===== config.mk =====
export PLATFORM = sky130hd
export DESIGN_NAME = key_repeat
export DESIGN_NICKNAME = d
export VERILOG_FILES = /design/src/rtl/key_repeat_pkg.sv /design/src/rtl/key_repeat_chan.sv /design/src/rtl/key_repeat.sv
export SDC_FILE = /design/constraint.sdc
export NUM_CORES = 1
export LEC_CHECK = 0
export CAP_MARGIN = 20
export CORE_ASPECT_RATIO = 0.75
export CORE_MARGIN = 2
export CORE_UTILIZATION = 57
export DETAILED_ROUTE_END_ITERATION = 12
export PLACE_DENSITY = 0.87
export SETUP_SLACK_MARGIN = 0.2
export SYNTH_ARGS = -nofsm -noshare
export SYNTH_HDL_FRONTEND = slang
export SYNTH_SLANG_ARGS = --single-unit

===== constraint.sdc =====
create_clock -name clk -period 3.3 [get_ports clk]
set_input_delay 0.825 -clock clk [delete_from_list [all_inputs] [get_ports clk]]
set_output_delay 0.825 -clock clk [all_outputs]
set_load 0.02 [all_outputs]

===== src/rtl/key_repeat_pkg.sv =====
// key_repeat_pkg
//   Shared definitions for the key auto-repeat block:
//   - kr_state_t : per-channel FSM state encoding (2-bit enum)
//   - default timing constants for a 50 MHz clock (0.5 s delay, 0.1 s rate)
//   - kr_is_held : helper mapping a state to the key_held level
package key_repeat_pkg;

  typedef enum logic [1:0] {
    WAIT_REL = 2'd0,  // key seen high at reset; wait for a clean release
    IDLE     = 2'd1,  // released, waiting for a press
    DELAY    = 2'd2,  // held, counting the initial auto-repeat delay
    REPEAT   = 2'd3   // held, emitting pulses at the repeat rate
  } kr_state_t;

  localparam int CLK_HZ        = 50_000_000;
  localparam int DEF_NUM_KEYS  = 5;
  localparam int DEF_DELAY_CYC = CLK_HZ / 2;   // 0.5 s
  localparam int DEF_RATE_CYC  = CLK_HZ / 10;  // 0.1 s
  localparam int DEF_CNT_W     = 25;           // 2^25 > 25_000_000

  // key_held is asserted in exactly the states where the key is armed
  function automatic logic kr_is_held(input kr_state_t st);
    return (st == DELAY) || (st == REPEAT);
  endfunction

endpackage


===== src/rtl/key_repeat_chan.sv =====
// key_repeat_chan
//   One key channel: press/repeat/release FSM plus its delay/rate counter.
//   All outputs are registered.
// Ports:
//   clk, rst       : clock, synchronous active-high reset
//   key_level      : debounced key level, 1 = pressed
//   repeat_en      : auto-repeat enable for this key
//   key_pulse      : one-cycle pulse on press and on every repeat
//   release_pulse  : one-cycle pulse when an armed (DELAY/REPEAT) key is released
//   key_held       : 1 while the channel is in DELAY or REPEAT
module key_repeat_chan
  import key_repeat_pkg::*;
#(
  parameter int DELAY_CYC = DEF_DELAY_CYC,  // >= 2
  parameter int RATE_CYC  = DEF_RATE_CYC,   // >= 2
  parameter int CNT_W     = DEF_CNT_W       // 2^CNT_W > max(DELAY_CYC, RATE_CYC)
) (
  input  logic clk,
  input  logic rst,
  input  logic key_level,
  input  logic repeat_en,
  output logic key_pulse,
  output logic release_pulse,
  output logic key_held
);

  localparam logic [CNT_W-1:0] DELAY_TERM = CNT_W'(DELAY_CYC - 1);
  localparam logic [CNT_W-1:0] RATE_TERM  = CNT_W'(RATE_CYC - 1);

  kr_state_t        state;
  logic [CNT_W-1:0] cnt;

  // Release is tested before the terminal count in every armed state, so a
  // release landing on a terminal cycle yields release_pulse only. That also
  // guarantees key_pulse and release_pulse are mutually exclusive.
  always_ff @(posedge clk) begin
    if (rst) begin
      state         <= WAIT_REL;
      cnt           <= '0;
      key_pulse     <= 1'b0;
      release_pulse <= 1'b0;
      key_held      <= 1'b0;
    end else begin
      key_pulse     <= 1'b0;
      release_pulse <= 1'b0;
      case (state)
        // A key held through reset must be released before it can press.
        WAIT_REL: begin
          if (!key_level) state <= IDLE;
        end

        IDLE: begin
          if (key_level) begin
            state     <= DELAY;
            cnt       <= '0;
            key_pulse <= 1'b1;
            key_held  <= kr_is_held(DELAY);
          end
        end

        DELAY: begin
          if (!key_level) begin
            state         <= IDLE;
            release_pulse <= 1'b1;
            key_held      <= kr_is_held(IDLE);
          end else if (cnt == DELAY_TERM) begin
            // With repeat disabled the counter parks at its terminal value,
            // so enabling repeat later fires on the very next edge.
            if (repeat_en) begin
              state     <= REPEAT;
              cnt       <= '0;
              key_pulse <= 1'b1;
            end
          end else begin
            cnt <= cnt + CNT_W'(1);
          end
        end

        REPEAT: begin
          if (!key_level) begin
            state         <= IDLE;
            release_pulse <= 1'b1;
            key_held      <= kr_is_held(IDLE);
          end else if (!repeat_en) begin
            // Drop back to a saturated DELAY; re-enabling resumes at once.
            state <= DELAY;
            cnt   <= DELAY_TERM;
          end else if (cnt == RATE_TERM) begin
            cnt       <= '0;
            key_pulse <= 1'b1;
          end else begin
            cnt <= cnt + CNT_W'(1);
          end
        end

        default: begin
          state    <= WAIT_REL;
          cnt      <= '0;
          key_held <= 1'b0;
        end
      endcase
    end
  end

endmodule


===== src/rtl/key_repeat.sv =====
// key_repeat
//   Turns debounced push-button levels into single-cycle action pulses for
//   the game controller: one pulse on press, auto-repeat pulses while held
//   (per-key enable), a release pulse and a held level. Channels are fully
//   independent; no arbitration between keys is done here.
// Ports:
//   clk, rst       : clock, synchronous active-high reset
//   key_level      : [NUM_KEYS] debounced levels, 1 = pressed
//   repeat_en      : [NUM_KEYS] per-key auto-repeat enable
//   key_pulse      : [NUM_KEYS] press / repeat pulse
//   release_pulse  : [NUM_KEYS] release pulse for armed keys
//   key_held       : [NUM_KEYS] 1 while the key is in DELAY or REPEAT
module key_repeat
  import key_repeat_pkg::*;
#(
  parameter int NUM_KEYS  = DEF_NUM_KEYS,
  parameter int DELAY_CYC = DEF_DELAY_CYC,
  parameter int RATE_CYC  = DEF_RATE_CYC,
  parameter int CNT_W     = DEF_CNT_W
) (
  input  logic                clk,
  input  logic                rst,
  input  logic [NUM_KEYS-1:0] key_level,
  input  logic [NUM_KEYS-1:0] repeat_en,
  output logic [NUM_KEYS-1:0] key_pulse,
  output logic [NUM_KEYS-1:0] release_pulse,
  output logic [NUM_KEYS-1:0] key_held
);

  for (genvar i = 0; i < NUM_KEYS; i++) begin : g_chan
    key_repeat_chan #(
      .DELAY_CYC (DELAY_CYC),
      .RATE_CYC  (RATE_CYC),
      .CNT_W     (CNT_W)
    ) u_chan (
      .clk           (clk),
      .rst           (rst),
      .key_level     (key_level[i]),
      .repeat_en     (repeat_en[i]),
      .key_pulse     (key_pulse[i]),
      .release_pulse (release_pulse[i]),
      .key_held      (key_held[i])
    );
  end

endmodule


# Word-level counts from Yosys, hierarchy flattened
# Index checks and enable logic that the tools add are counted.
# totals
register_bits,150
inputBits,12
elab_cells,285
output_inout_bits,15
# classes
addsub,5
eq_ne,70
n_mux,140
n_reduce_logical,40
n_bitwise,5
# ops
operator,n
$mux 25,35
$pmux 25 s3,5
$add 25x1->25 const B,5
$eq 25x23->1 const B,5
$eq 25x25->1 const B,5
$mux 2,35
$mux 1,50
$ne 2x2->1 const B,25
$reduce_and 5->1,10
$ne 3x3->1 const B,15
$pmux 2 s4,5
$eq 2x2->1 const B,10
$reduce_or 2->1,10
$ne 3x2->1 const B,5
$pmux 1 s3,5
$reduce_and 3->1,5
$reduce_bool 3->1,5
$eq 2x1->1 const B,5
$logic_not 2->1,5
$pmux 1 s2,5
$reduce_bool 2->1,5
$not 1->1,5

# Depth between registers and ports, before layout
# Gate-level depths: netlist (run 1).
# logic_depth
depth_word,5
mapped_depth,8
mapped_depth_nobuf,7

# By module
# Synthesis (run 1) repeated with hierarchy kept, for this count alone.
# hier_totals
cells_unflattened,1218
area_unflattened_um2,9765.6
# by_module_without_submodules
mod,area_per_inst_um2,instances,seq_area_each_um2,cells_per_inst
key_repeat_chan (g_chan[0].u_chan ...),1978.1,4,600.6,247
key_repeat_chan (g_chan[4].u_chan),1853.0,1,600.6,230

# Worst setup path before layout (run 1)
# No wires, ideal clock.
# synth_path
path_kind,in2reg
from,input rst
to,register g_chan[1].u_chan.cnt[7]
n_path_buf,2
t_arrival_ns,2.301
path_stages,7
path_slack_ns,0.940
required_time_ns,3.241
setup_ns,0.059
cell_sequence,clkbuf_1 inv_1 clkbuf_1 nand2_1 a21oi_1 and2_1 a22o_1
# synth_rtl
element,line,rtl
from (decl),key_repeat.sv:22,"input logic rst,"
to (signal assigned),key_repeat_chan.sv:75,cnt <= cnt + CNT_W'(1);
to (signal assigned),key_repeat_chan.sv:92,cnt <= cnt + CNT_W'(1);
to (decl),key_repeat_chan.sv:31,logic [CNT_W-1:0] cnt;

# Worst setup path in the final report (run 1)
# layout_path
from,register g_chan[3].u_chan.cnt[6]
to,register g_chan[3].u_chan.cnt[3]
# layout_between
elab_chain_len,5
elab_cells_between_ends,10
classes_between,eq/ne: 3; mux: 6; reduce/logical: 1
# layout_lines
element,line,rtl
from (decl),key_repeat_chan.sv:31,
from (signal assigned),key_repeat_chan.sv:75,
from (signal assigned),key_repeat_chan.sv:92,
$eq 25x23->1,key_repeat_chan.sv:88,end else if (cnt == RATE_TERM) begin
$mux 25,key_repeat_chan.sv:88,
$mux 25,key_repeat_chan.sv:84,end else if (!repeat_en) begin
$mux 25,key_repeat_chan.sv:80,if (!key_level) begin
$pmux 25 s3,key_repeat_chan.sv:46,case (state)
# Parallel ways exist; a longest one is shown, timed or not. The select of a mux whose other input is x is not followed.
# A chain may end at the register's enable or synchronous reset.

==> impl_summary.md, run 1 <==
Critical path
The nature of the critical path endpoint is a flip-flop. The worst setup path is of the flip-flop to flip-flop kind. The arrival time reported for the critical path endpoint is between 3 and 4 ns. Along the worst path, the maximum fanout reaches 12. STA puts the critical path data required time at 3.61 ns. The worst register-to-register path ends at g_chan[3].u_chan.cnt[3]$_SDFFE_PP0P_. The setup check on the worst reg-to-reg path leaves a slack of about 0.56 ns. STA classifies the critical path startpoint as a flip-flop. The beginning of the worst register-to-register path is g_chan[3].u_chan.cnt[6]$_SDFFE_PP0P_. The end point of the critical path is g_chan[3].u_chan.cnt[3]$_SDFFE_PP0P_. Tracing the worst setup path back leads to its startpoint at g_chan[3].u_chan.cnt[6]$_SDFFE_PP0P_.

Measured in cells, the most critical reg-to-reg path has a length of 6.

Clocking
The clock tree from TritonCTS is done. For this design, the CTS-stage hold fixing added 0 buffers. The total number of clock tree sinks is 150.

The cell at the root of the clock tree is sky130_fd_sc_hd__clkbuf_16. The TritonCTS buffer count is 17. The clock passes through at most 2 buffers.

Buffers added to address setup during post-CTS repair amount to 0. In this run the number of H-tree levels came out at 4. The clock transition at the registers of the reported paths is 0.05 ns. Once the clock tree was built, the resizer swapped 0 gates to a different size. The later-pin clock latency in the skew report is between 0.4 and 0.5 ns.

Timing
The number of failing hold endpoints at the final stage came to 0. The share of the clock period used by the worst path after layout is 0.831. The worst clock skew is 0.00824 ns.

Setup violations remaining at the end of the flow were counted as 0. The maximum frequency from static timing analysis is around 0.36 GHz. The slew at the pin closest to its max-slew limit is roughly 1.1 ns. The clock period minus worst slack is 2.74 ns. The headroom to the max-slew limit is 0.265. For the final routed database, the setup TNS stands at 0 ns. Setup repair after global routing left no endpoint under its margin. The total count of max-transition violations in the final report is 0. The tightest hold path in the finished design has a slack of about 0.50 ns.

GRT
The total global routing overflow is 0. The first global-routing pass estimated between 30000 and 40000 um of wire. The total global-route track usage is 0.285. The pin count of the biggest net entering global routing is 29.

The via count of the first global-routing pass is between 8000 and 9000. The initial antenna violation count came to 0.

Routing
The routed design has 23600 um of wire. In the final routed layout, each cell accounts on average for between 15 and 20 um. After detailed routing, the number of vias per cell comes to around 6.7. The iteration-0 DRC count of the detailed router is slightly below 1000. Across all layers, the routed design uses 9131 vias. The number of nets with antenna violations after detailed routing is 0. The number of design rule violations left after detail routing is 0.

For this run, the detailed router's first-pass iteration total came to 6.

Cells and area
The sequential cell area in the final layout is approximately 3000 sq um. The final antenna diode count is 0. After routing the design area is 9870 sq um. For this run, the post-layout net count is around 1200. After filler insertion, the fill cell instance count of the layout stands at approximately 1300. The fraction of final layout cells with drive strength greater than 1 is 0.0762.

The footprint of the multi-input gates is about 5400 sq um. The library cell used most frequently in the layout, excluding fill and tap cells, is sky130_fd_sc_hd__dfxtp_1. From synthesis to final layout, the design area changed by 10.9%.

The library cells used most frequently in the layout, excluding fill and tap cells, are sky130_fd_sc_hd__dfxtp_1, sky130_fd_sc_hd__nand2_1, sky130_fd_sc_hd__o21ai_0.

Placement
The count of input and output buffers is 26. The cell area reported after detailed placement is ~9200 sq um. The HPWL after detailed placement is roughly 16000 um. The final RePlAce weighted congestion is around 0.98.

Power
The sum of internal, switching and leakage power is 4.22 mW. Power spread over the standard cell area amounts to around 430 nW/um^2. The total leakage power is about 3.4 nW.

The peak ir drop on the vdd network is approximately 0.29 mV.

Logic synthesis
The net count after synthesis is 1178. For this run, the number of Yosys warnings is 0. The mapped netlist covers approximately 9000 sq um. In the synthesized netlist, the number of instances is roughly 1200. Each instance of the synthesized netlist takes up on average 7.67 sq um. In this run, synthesis inferred 0 flip-flops with an integrated enable. The leading register cell type out of synthesis is sky130_fd_sc_hd__dfxtp_1. The share of flip-flops with an asynchronous set or reset after synthesis is 0. Synthesis inferred 150 register bits. The distinct cell type count after synthesis is 77.

The part of the Yosys area used for sequential elements is 0.337.

Floorplan
The floorplan has 39 rows. The floorplan step set the die width to 148 um. The core area is 15300 sq um. For this configuration, the core starts out at a cell density of 0.583. The vertical die dimension is around 110 um.

The die covers between 15000 and 20000 sq um. The number of top-level pins is 27.

Min path
The startpoint of the lowest-slack hold path is g_chan[0].u_chan.cnt[4]$_SDFFE_PP0P_. In this run the worst hold path is classified as flip-flop to flip-flop.

Flow run
The tool flagged a number of max-cap violations equal to 0.

Outcome
The run finished with clean final reports.
==> synthesized netlist by cell type (10+ instances only) <==
master,instances,share of area
sky130_fd_sc_hd__dfxtp_1,150,0.34
sky130_fd_sc_hd__nand2_1,122,0.051
sky130_fd_sc_hd__o21ai_0,103,0.058
sky130_fd_sc_hd__nor2_1,102,0.043
sky130_fd_sc_hd__nand3_1,70,0.039
sky130_fd_sc_hd__nand4_1,61,0.043
sky130_fd_sc_hd__a21oi_1,50,0.028
sky130_fd_sc_hd__clkbuf_1,43,0.018
sky130_fd_sc_hd__nor3_1,38,0.021
sky130_fd_sc_hd__and3_1,33,0.023
sky130_fd_sc_hd__a22o_1,32,0.031
sky130_fd_sc_hd__inv_1,29,0.012
sky130_fd_sc_hd__a21o_1,26,0.022
sky130_fd_sc_hd__and2_1,20,0.014
sky130_fd_sc_hd__buf_4,16,0.013
sky130_fd_sc_hd__and4_1,13,0.013
sky130_fd_sc_hd__nor4_1,13,0.0091
sky130_fd_sc_hd__a31oi_1,11,0.0077
sky130_fd_sc_hd__o31ai_1,11,0.0093
sky130_fd_sc_hd__xnor2_1,11,0.011
sky130_fd_sc_hd__xor2_1,11,0.011
sky130_fd_sc_hd__nor2b_1,10,0.0070
sky130_fd_sc_hd__or2_2,10,0.0070
==> cell families (layout without fill, tap and decap cells) <==
group,after synthesis,after routing,share of synthesized area
AO/OA/AOI/OAI,318,318,0.240
XOR/XNOR,22,22,0.0216
adder cells (fa/ha/maj),5,5,0.00703
buffers and inverters,101,108,0.0514
flip-flops,150,150,0.337
multiplexers,2,2,0.00225
AND/OR/NAND/NOR,563,563,0.340
==> cell type report <==
| class | count | area share |
|---|---|---|
| clock inverter | 13 | 0.0209 |
| tap | 205 | 0.0260 |
| timing repair buffer | 48 | 0.0426 |
| clock buffer | 18 | 0.0435 |
| multi-input combinational | 910 | 0.552 |
| inverter | 29 | 0.0110 |
| sequential | 150 | 0.304 |
==> per-layer routing <==
layer | vias to the layer above | track usage | part of all wire | routed length (um)
li1 | 4324 | - | - | -
met1 | 4215 | 0.399 | 0.43 | 10200
met2 | 523 | 0.430 | 0.44 | 10400
met3 | 69 | 0.0630 | 0.10 | 2430
met4 | 0 | 0.112 | 0.023 | 540
met5 | - | 0 | 0 | 0
==> worst min path at each step <==
stage,depth (start not counted),to
finish,2,g_chan[0].u_chan.cnt[4]$_SDFFE_PP0P_
global route,2,g_chan[0].u_chan.cnt[4]$_SDFFE_PP0P_
CTS,2,g_chan[0].u_chan.cnt[4]$_SDFFE_PP0P_
detailed placement,2,g_chan[0].u_chan.cnt[4]$_SDFFE_PP0P_
global placement,2,g_chan[0].u_chan.cnt[4]$_SDFFE_PP0P_
floorplan,2,g_chan[3].u_chan.key_held$_SDFFE_PP0P_
==> registers in the layout, indices dropped and copies added (netlist names) <==
register and flops:
g_chan.u_chan.cnt 125, g_chan.u_chan.state 10, g_chan.u_chan.key_held 5, g_chan.u_chan.key_pulse 5
g_chan.u_chan.release_pulse 5
==> power breakdown <==
group | switching [mW] | leakage (nW) | internal, mW
clock network | 0.769 | 0.306 | 1.34
logic | 0.160 | 1.92 | 0.0982
registers | 0.0309 | 1.21 | 1.83
total | 0.961 | 3.44 | 3.26
==> critical path, stage by stage, from the launching register on <==
cell and delay [ns]:
sky130_fd_sc_hd__dfxtp_1 0.37, sky130_fd_sc_hd__or4_1 0.61, sky130_fd_sc_hd__nor4_4 0.53, sky130_fd_sc_hd__o21ai_1 0.46
sky130_fd_sc_hd__nand3_1 0.33, sky130_fd_sc_hd__o21ai_0 0.13, sky130_fd_sc_hd__a22o_1 0.20
==> stage by stage <==
stage | util | std cells | setup WS [ns]
finish | 0.646 | 1373 | 0.557
global route | 0.646 | 1373 | 0.358
CTS | 0.646 | 1373 | 0.632
detailed placement | 0.605 | 1342 | 0.427
global placement | 0.605 | 1342 | 0.477
floorplan | - | 1161 | 0.940
No activity file was read; power rests on OpenSTA's default activity.
==> inputs of run 2 (changes only) <==
Clock period 3.3 ns to 2.6 ns, I/O delays scaled along.
==> run 2 against run 1 <==
Against the previous run: power grew 26%; sequential share of layout area shrank 1.5 points; critical endpoint is now g_chan[4].u_chan.cnt[13]$_SDFFE_PP0P_; critical path type unchanged; via count grew 4.0%; clock power grew 23%; critical path depth grew 1; fmax grew 12%; final cell count grew 3.8%; design area grew 5.6%; clock skew is essentially flat; highest routed layer unchanged.
==> impl_summary.md, run 2 (synthesized netlist as in run 1, its figures left out) <==
Timing
The total count of max-transition violations in the final report is 0 (unchanged). The number of setup violations in the final report is 0 (unchanged). The worst clock skew is 0.00798 ns (-0.000261 ns). The headroom to the max-slew limit is 0.553 (+0.288).

The aggregate negative setup slack came to 0 ns (unchanged). Setup repair after global routing could not meet its margin everywhere. The clock period minus worst slack is 2.44 ns (-0.301 ns).

The number of failing hold endpoints at the final stage is 0 (unchanged). The share of the clock period used by the worst path after layout came to 0.939 (+0.108). The slew at the pin closest to its max-slew limit is 0.668 ns (-0.430 ns). The maximum frequency from static timing analysis came to 0.410 GHz (+12%).

Floorplan
The die extent in x is 148 um (unchanged). The site row count was 39 (unchanged). The total die area is 16600 sq um (unchanged). The vertical die dimension came to 112 um (unchanged).

The starting density of the core is 0.583 (unchanged). The number of top-level pins is 27 (unchanged). The core area is 15300 sq um (unchanged).

Routing
The iteration-0 DRC count of the detailed router is 1163 (+17%). The number of design rule violations left after detail routing is 0 (unchanged). The routed via count is 9492 (+4.0%). The number of nets with antenna violations after detailed routing is 0 (unchanged). The final wirelength came to 25100 um (+6.2%). The ratio of routed vias to standard cells came to 6.66 (+0.16%).

The wire length per cell after detailed routing was 17.6 um (+2.4%). The detailed-routing iteration count for the pre-antenna-repair pass is 7 (+1).

Clocking
The largest buffer count on any clock path was 2 (unchanged). The hold buffer count at cts is 0 (unchanged). The total number of clock tree sinks is 150 (unchanged). The deepest level of the CTS H-tree came to 4 (unchanged). TritonCTS built the clock tree. The cell at the root of the clock tree is sky130_fd_sc_hd__clkbuf_16. The clock transition at the registers of the reported paths is 0.06 ns (about the same). The later-pin clock latency in the skew report is 0.43 ns (about the same). The TritonCTS buffer count is 17 (unchanged).

Placement
The final RePlAce weighted congestion came to 0.972 (-1.2%). The HPWL after detailed placement is 16800 um (+3.4%). The count of input and output buffers came to 26 (unchanged).

The total placed cells including tap cells is 1379 (+2.8%).

Critical path
The delay contributed by the slowest stage of the critical path is 0.61 ns (about the same). The critical path goes through or4_4 -> or4_4 -> nor3_4 -> nor3_4 -> buf_6 -> a21o_1 -> a22o_1. The highest net fanout along the worst path was 8 (-4). The largest delay contributor family on the critical path is simple AND/OR/NAND/NOR gates. The worst setup path is captured at a flip-flop. The arrival time reported for the critical path endpoint was 2.76 ns (-0.30 ns). The count of buffering cells on the critical path with inverters included is 1 (+1). The critical path data required time is 2.92 ns (-0.69 ns). The cell with the largest stage delay on the worst path is sky130_fd_sc_hd__or4_4. The critical path in this run is classified as flip-flop to flip-flop. The worst setup path is launched from a flip-flop.

Cells and area
In the final layout, the registers with the most flip-flops are g_chan.u_chan.cnt: 125 flops, g_chan.u_chan.state: 10 flops. The number of non-filler instances in the completed layout is 1425 (+3.8%). The top cell types in the final layout, fill and taps aside, are sky130_fd_sc_hd__dfxtp_1, sky130_fd_sc_hd__nand2_1, sky130_fd_sc_hd__o21ai_0. The library cell used most frequently in the layout, excluding fill and tap cells, is sky130_fd_sc_hd__dfxtp_1. The number of inserted filler cells in the final layout came to 1185 (-6.2%).

The flip-flop count of the largest register, all copies and words added is 125 (unchanged). The footprint of the multi-input gates is 5610 sq um (+2.9%). Counting flops per register, the top entry is g_chan.u_chan.cnt. The final-stage net count came to 1224 (+4.3%).

The relative area change from synthesis to final layout is 17.1%. The fraction of final layout cells with drive strength greater than 1 is 0.140 (+0.0640). The sequential cell area in the final layout was 3020 sq um (+0.46%). The core utilization of the finished layout was 0.682 (+0.0360). The final antenna diode count came to 0 (unchanged).

Power
The peak ir drop on the vdd network is 0.338 mV (+18%). The power density over cell area is 510 nW/um^2 (+19%). The total leakage power is 3.72 nW (+8.2%).

GRT
The global-route wire length before repair is 40200 um (+1.2%). The pin count of the biggest net entering global routing was 33 (+14%). The total global routing overflow came to 0 (unchanged).

The initial antenna violation count is 0 (unchanged). The via count of the first global-routing pass is 8264 (-1.5%). The total global-route track usage was 0.290 (+0.00430).

Min path
In this run the worst hold path is classified as flip-flop to flip-flop.

Outcome
The run finished with clean final reports.

Flow run
The number of maximum-capacitance violations was 0 (unchanged).
-- run 2: area by class of cell --
class	count	area share
multi-input cells	911	0.538
clock inverters	13	0.0163
repair buffers	98	0.0778
inverters	29	0.0104
flip-flops and latches	150	0.289
clock buffers	19	0.0435
well taps	205	0.0246
-- run 2: per-layer routing --
metal | global-route usage | vias to the layer above | share of wire
met3 | 0.0736 | 62 | 0.11
met2 | 0.434 | 556 | 0.44
met5 | 0 | - | 0
met1 | 0.410 | 4436 | 0.44
met4 | 0.0895 | 0 | 0.019
li1 | - | 4438 | -
-- run 2: worst paths after layout --
check | start | to | slack, ns | cells past startpoint
setup / recovery | g_chan[4].u_chan.cnt[7]$_SDFFE_PP0P_ | g_chan[4].u_chan.cnt[13]$_SDFFE_PP0P_ | 0.16 | 7
hold reg to reg | g_chan[0].u_chan.cnt[4]$_SDFFE_PP0P_ | g_chan[0].u_chan.cnt[4]$_SDFFE_PP0P_ | 0.50 | 2
setup reg to reg | g_chan[4].u_chan.cnt[7]$_SDFFE_PP0P_ | g_chan[4].u_chan.cnt[13]$_SDFFE_PP0P_ | 0.16 | 7
hold / removal | g_chan[0].u_chan.cnt[4]$_SDFFE_PP0P_ | g_chan[0].u_chan.cnt[4]$_SDFFE_PP0P_ | 0.50 | 2
-- run 2: power breakdown --
group / total [mW] / internal [mW] / switching (mW)
sequential: 2.36 / 2.32 / 0.0337
combinational: 0.362 / 0.144 / 0.218
clock: 2.59 / 1.57 / 1.02
-- run 2: per-stage QoR --
step | setup slack [ns] | hold slack (ns) | instance area [sq um] | power, mW
floorplan | 0.303 | 0.456 | 8900 | 2.63
global placement | -0.131 | 0.480 | 9510 | 2.74
detailed placement | -0.210 | 0.489 | 9510 | 2.74
CTS | 0.206 | 0.497 | 10200 | 5.32
global route | 0.0591 | 0.516 | 10400 | 5.49
finish | 0.158 | 0.500 | 10400 | 5.31
-- run 2: what timing repair did --
| item | in CTS | in global routing |
|---|---|---|
| endpoints found under the setup margin | 9 | 83 |
| pin swaps | 4 | 27 |
| buffers inserted | 1 | 12 |
| gates cloned | 1 | 0 |
| gates resized for setup | 4 | 39 |
-- run 2: tightest hold or removal path: cells and delay by family, from the launching register on --
family                 cells  cell delay [ns]
AOI/OAI and AO/OA          1             0.06
buffers and inverters      1             0.06
DFF                        1             0.34
